[src/rtl/fetch_unit.sv]
// Instruction-fetch stage: PC generation, imem req/gnt/rvalid handshake, {inst, pc} to the F/D register.
// Latency: zero-wait memory gives the instruction on the outputs two cycles after its request; one per cycle steady state.
// Backpressure: stall holds OUT, a one-entry skid catches the in-flight word and blocks new requests; redirect flushes everything.
//
// Ports: clk/rst (async active-high); stall, redirect, redirect_pc from pipeline control;
//        imem_req/imem_addr/imem_gnt/imem_rvalid/imem_rdata to instruction memory;
//        inst/pc/fetch_valid registered outputs to the F/D pipeline register.
module fetch_unit #(
    parameter logic [31:0] RESET_PC = 32'h0,
    parameter logic [31:0] BUBBLE   = 32'hffffffff
) (
    input  logic        clk,
    input  logic        rst,
    input  logic        stall,
    input  logic        redirect,
    input  logic [31:0] redirect_pc,
    output logic        imem_req,
    output logic [31:0] imem_addr,
    input  logic        imem_gnt,
    input  logic        imem_rvalid,
    input  logic [31:0] imem_rdata,
    output logic [31:0] inst,
    output logic [31:0] pc,
    output logic        fetch_valid
);

    // REQ: nothing outstanding. WAIT: one request outstanding.
    // DROP: one request outstanding whose response must be discarded.
    typedef enum logic [1:0] {
        S_REQ  = 2'd0,
        S_WAIT = 2'd1,
        S_DROP = 2'd2
    } state_t;

    state_t      state;
    state_t      state_nxt;
    logic [31:0] pc_q;
    logic [31:0] req_pc;
    logic        skid_valid;
    logic [31:0] skid_inst;
    logic [31:0] skid_pc;
    logic        hs;
    logic        resp;

    assign imem_addr = pc_q;
    assign hs        = imem_req && imem_gnt;
    // Responses only count while a live request is outstanding; redirect
    // takes priority in the register update below.
    assign resp      = (state == S_WAIT) && imem_rvalid;

    // Request generation. In WAIT a new request may only be issued in the
    // cycle the previous response lands, and only if that response has
    // somewhere to go (OUT drains this edge, or OUT is empty) - this is what
    // keeps the skid slot from ever overflowing.
    always_comb begin
        imem_req = 1'b0;
        case (state)
            S_REQ:   imem_req = !skid_valid;
            S_WAIT:  imem_req = imem_rvalid && !skid_valid &&
                                (!fetch_valid || !stall) && !redirect;
            default: imem_req = 1'b0;
        endcase
        if (rst) begin
            imem_req = 1'b0;
        end
    end

    always_comb begin
        state_nxt = state;
        case (state)
            S_REQ: begin
                if (hs) begin
                    state_nxt = S_WAIT;
                end
            end
            S_WAIT: begin
                if (imem_rvalid) begin
                    state_nxt = hs ? S_WAIT : S_REQ;
                end
            end
            S_DROP: begin
                if (imem_rvalid) begin
                    state_nxt = S_REQ;
                end
            end
            default: state_nxt = S_REQ;
        endcase
        // After a redirect, anything still in flight belongs to the old path.
        if (redirect) begin
            if (((state == S_WAIT || state == S_DROP) && !imem_rvalid) || hs) begin
                state_nxt = S_DROP;
            end else begin
                state_nxt = S_REQ;
            end
        end
    end

    always_ff @(posedge clk or posedge rst) begin
        if (rst) begin
            state       <= S_REQ;
            pc_q        <= RESET_PC;
            req_pc      <= 32'h0;
            fetch_valid <= 1'b0;
            inst        <= BUBBLE;
            pc          <= 32'h0;
            skid_valid  <= 1'b0;
            skid_inst   <= BUBBLE;
            skid_pc     <= 32'h0;
        end else begin
            state <= state_nxt;

            if (hs) begin
                req_pc <= pc_q;
            end

            if (redirect) begin
                pc_q <= redirect_pc;
            end else if (hs) begin
                pc_q <= pc_q + 32'd4;
            end

            if (redirect) begin
                fetch_valid <= 1'b0;
                inst        <= BUBBLE;
                pc          <= 32'h0;
                skid_valid  <= 1'b0;
            end else if (!stall) begin
                // OUT is consumed: refill from skid first (it is older than
                // any response), else from the arriving response, else bubble.
                if (skid_valid) begin
                    fetch_valid <= 1'b1;
                    inst        <= skid_inst;
                    pc          <= skid_pc;
                    skid_valid  <= 1'b0;
                end else if (resp) begin
                    fetch_valid <= 1'b1;
                    inst        <= imem_rdata;
                    pc          <= req_pc;
                end else begin
                    fetch_valid <= 1'b0;
                    inst        <= BUBBLE;
                    pc          <= 32'h0;
                end
            end else if (resp) begin
                // Held: an empty OUT can still be filled; a full one spills to skid.
                if (fetch_valid) begin
                    skid_valid <= 1'b1;
                    skid_inst  <= imem_rdata;
                    skid_pc    <= req_pc;
                end else begin
                    fetch_valid <= 1'b1;
                    inst        <= imem_rdata;
                    pc          <= req_pc;
                end
            end
        end
    end

endmodule

[config.mk]
export PLATFORM = sky130hd
export DESIGN_NAME = fetch_unit
export DESIGN_NICKNAME = d
export VERILOG_FILES = /design/src/rtl/fetch_unit.sv
export SDC_FILE = /design/constraint.sdc
export NUM_CORES = 1
export LEC_CHECK = 0
export BUFFER_PORTS_ARGS = -buffer_cell sky130_fd_sc_hd__buf_2
export CAP_MARGIN = 40
export CORE_UTILIZATION = 59
export DETAILED_ROUTE_END_ITERATION = 10
export PLACE_DENSITY = 0.89
export SLEW_MARGIN = 20
export SYNTH_ARGS = -nofsm -noshare
export SYNTH_HDL_FRONTEND = slang
export SYNTH_SLANG_ARGS = --single-unit
[constraint.sdc]
create_clock -name clk -period 8.8 [get_ports clk]
set_clock_uncertainty 0.2 [all_clocks]
set_input_delay 0.88 -clock clk [delete_from_list [all_inputs] [get_ports clk]]
set_output_delay 0.88 -clock clk [all_outputs]
set_load 0.005 [all_outputs]
==> impl_metrics.ini <==
[route]
detail_route.first_pass.iterations = 7
dr_total_vias = 6696
post_drt_via_cell_ratio = 6.17
antenna_violation_net_count_after_detailed_routing = 0
remaining_drc_errors = 0
drt-total-wl_um = 21100
routed_wl_per_cell_um = 19.5
dr.first_iter.drc_count = 575

[power]
power.leakage_nw = 4.58
fin_total_pwr_mw = 2.53
pwr_density_cell_nw_per_um2 = 248
seq_power_share = 0.485
share_comb_of_total_power = 0.194
p_sw_mw = 0.717
netSwitchingFraction = 0.283
clockPowerShare = 0.321
peakVddDrop_mv = 0.181
internal_power_mw = 1.81

[synth]
sequential_element_share_of_the_synthesized_area = 0.585
synth-edff-count = 0
syn_area_um2 = 8520
synth_flop_cell = sky130_fd_sc_hd__dfrtp_1
synth.avg_cell_area_um2 = 11.5
synth.lib_cells_used.distinct = 46
share_of_flip_flops_with_an_asynchronous_set_or_reset = 1.00
syn-num-nets = 814
netlist_instances = 740
yosys_warnings = 0
yosys_register_bits = 196

[run_status]
outcome = completed

[setup_path]
crit-reg2reg-capture = imem_addr[7]
timing.critical_path.required_ns = 7.72
critPathCaptureType = output port
r2r-start = state[1]
startpoint_type = input pin
path_max_fanout = 17
r2r_cells = 8
reg_to_reg_slack_setup_ns = 5.98
class_of_the_most_critical_setup_path = in2out
critPathArrivalTime_ns = 2.48

[timing]
timing_hold_violations_final = 0
post-route-min-period_ns = 3.56
setup_violations = 0
timing_max_transition_violations_final = 0
fmax_ghz = 0.281
tns_ns = 0
final_min_period_over_clock_period = 0.405
worstMarginPinSlew_ns = 0.722
rsz_0062_raised_after_global_routing = no
relSlewSlack = 0.519

[floorplan]
floorplan.initialDensity = 0.609
row_count = 43
core_um2 = 14000
die_y_um = 122
design.portCount = 168
dieArea_um2 = 14900
dieWidth_um = 122

[clock_tree]
cts_buf_count = 17
clock-root-buffer = sky130_fd_sc_hd__clkbuf_16
insertion_delay_ns = 0.44
cts.repair_timing.setup_buffer_count = 0
cts_tree = done
clock_sink_count = 196
hold_buffers = 0
clkSlewWorstSetupHoldPaths_ns = 0.06
clock_tree.buffer_depth = 2
post_cts_resize_count = 0
htree_num_levels = 4

[global_route]
grt_pass1_wl_um = 33600
number_of_global_route_vias_before_repair = 6658
antenna_found_initial = 1
overflow = 0
pin_count_of_the_biggest_net_entering_global_routing = 111
gr-usage-all-layers = 0.297

[final_layout]
fin_nets = 966
final_common_cell = sky130_fd_sc_hd__buf_2
antenna_cells = 0
drive_above_1_share = 0.428
layout_common_cells = 167 x sky130_fd_sc_hd__buf_2, 132 x sky130_fd_sc_hd__dfrtp_1, 98 x sky130_fd_sc_hd__mux2_2
syn_to_final_growth_pct = 19.8

[worst_hold_path]
timing.hold.worst.class = reg2reg
hold_start = pc[8]
worst_hold_path.endpoint = pc[8]
worstHoldPathCells = 2

[placement]
detailedPlacementHpwl_um = 13600
numPortBuffers = 167
final_weighted_congestion_of_routability_driven_global_placement = 0.825

[run]
maxCapViolCount = 0
-- metal layers --
layer / track usage / routed length [um] / vias to the layer above
li1: - / - / 2968
met1: 0.386 / 8610 / 3346
met2: 0.472 / 10300 / 320
met3: 0.0721 / 1450 / 60
met4: 0.136 / 723 / 2
met5: 0 / 10 / -
-- through the flow --
stage	std cells	worst slack [ns]	util	cell area [um2]	hold WS, ns
after global placement	1048	4.73	0.678	9490	0.258
after floorplan	740	2.49	-	8520	0.268
final	1085	5.24	0.730	10200	0.273
after detailed placement	1052	4.58	0.683	9560	0.265
after CTS	1084	4.55	0.728	10200	0.282
after global routing	1085	5.09	0.730	10200	0.297
-- registers in the layout, indices dropped and copies added, names as in the netlist --
register	cells
imem_addr	32
skid_pc	32
state	2
pc	32
skid_inst	32
skid_valid	1
req_pc	32
inst	32
fetch_valid	1
-- Yosys cell counts, types with 3 or more instances --
master	n	area share
sky130_fd_sc_hd__nor2_1	49	0.022
sky130_fd_sc_hd__nand3_1	10	0.0059
sky130_fd_sc_hd__nor3_1	9	0.0053
sky130_fd_sc_hd__nor3b_1	3	0.0026
sky130_fd_sc_hd__a21oi_1	36	0.021
sky130_fd_sc_hd__a31oi_1	6	0.0044
sky130_fd_sc_hd__dfrtp_1	132	0.39
sky130_fd_sc_hd__inv_1	6	0.0026
sky130_fd_sc_hd__xnor2_1	21	0.022
sky130_fd_sc_hd__o22ai_1	33	0.024
sky130_fd_sc_hd__nand2_1	77	0.034
sky130_fd_sc_hd__ha_1	4	0.0059
sky130_fd_sc_hd__clkbuf_1	34	0.015
sky130_fd_sc_hd__buf_2	12	0.0070
sky130_fd_sc_hd__dfstp_2	64	0.20
sky130_fd_sc_hd__nand4_1	7	0.0051
sky130_fd_sc_hd__o21ai_0	58	0.034
sky130_fd_sc_hd__and4_1	7	0.0072
sky130_fd_sc_hd__nor4_1	7	0.0051
sky130_fd_sc_hd__mux2_2	98	0.13
sky130_fd_sc_hd__or4_1	3	0.0026
sky130_fd_sc_hd__a22oi_1	32	0.028
sky130_fd_sc_hd__o31ai_1	3	0.0026
-- critical path, cell delays in order --
cell and delay [ns]:
sky130_fd_sc_hd__buf_2 0.29, sky130_fd_sc_hd__clkinv_1 0.49, sky130_fd_sc_hd__a41oi_1 0.35, sky130_fd_sc_hd__buf_4 0.24, sky130_fd_sc_hd__nor3_1 0.08, sky130_fd_sc_hd__buf_2 0.14
-- power by group through the flow --
| stage | logic, mW | registers [mW] | clock network (mW) |
|---|---|---|---|
| 5_1_grt | 0.538 | 1.25 | 0.859 |
| 3_5_place_dp | 0.482 | 1.24 | 0 |
| 4_1_cts | 0.490 | 1.22 | 0.820 |
| 6_report | 0.490 | 1.23 | 0.813 |
| 3_3_place_gp | 0.456 | 1.22 | 0 |
| 2_1_floorplan | 0.315 | 1.20 | 0 |
-- how the worst max path moves through the flow --
stage | start | endpoint | cells after the start
finish | redirect | imem_req | 6
global route | redirect | imem_req | 6
CTS | redirect | imem_req | 6
detailed placement | redirect | imem_req | 6
global placement | redirect | imem_req | 6
floorplan | rst | fetch_valid | 1
-- area by class of cell --
type                            instances  area (um2)
Clock buffer                           22         518
Clock inverter                         10         113
Fill cell                             929        3780
Inverter                                7        33.8
Multi-Input combinational cell        488        3330
Sequential cell                       196        4980
Tap cell                              180         225
Timing Repair Buffer                  182        1000
-- logic make-up (layout without fill, tap and decap cells) --
logic type | count (synthesis) | count (layout) | synth area share
XOR/XNOR | 23 | 23 | 0.0236
flip-flops | 196 | 196 | 0.585
AND/OR/NAND/NOR | 187 | 187 | 0.105
AO/OA/AOI/OAI | 174 | 174 | 0.121
adder cells (fa/ha/maj) | 4 | 4 | 0.00587
multiplexers | 100 | 100 | 0.132
buffers and inverters | 56 | 221 | 0.0277
(Power assumes the default switching activity.)
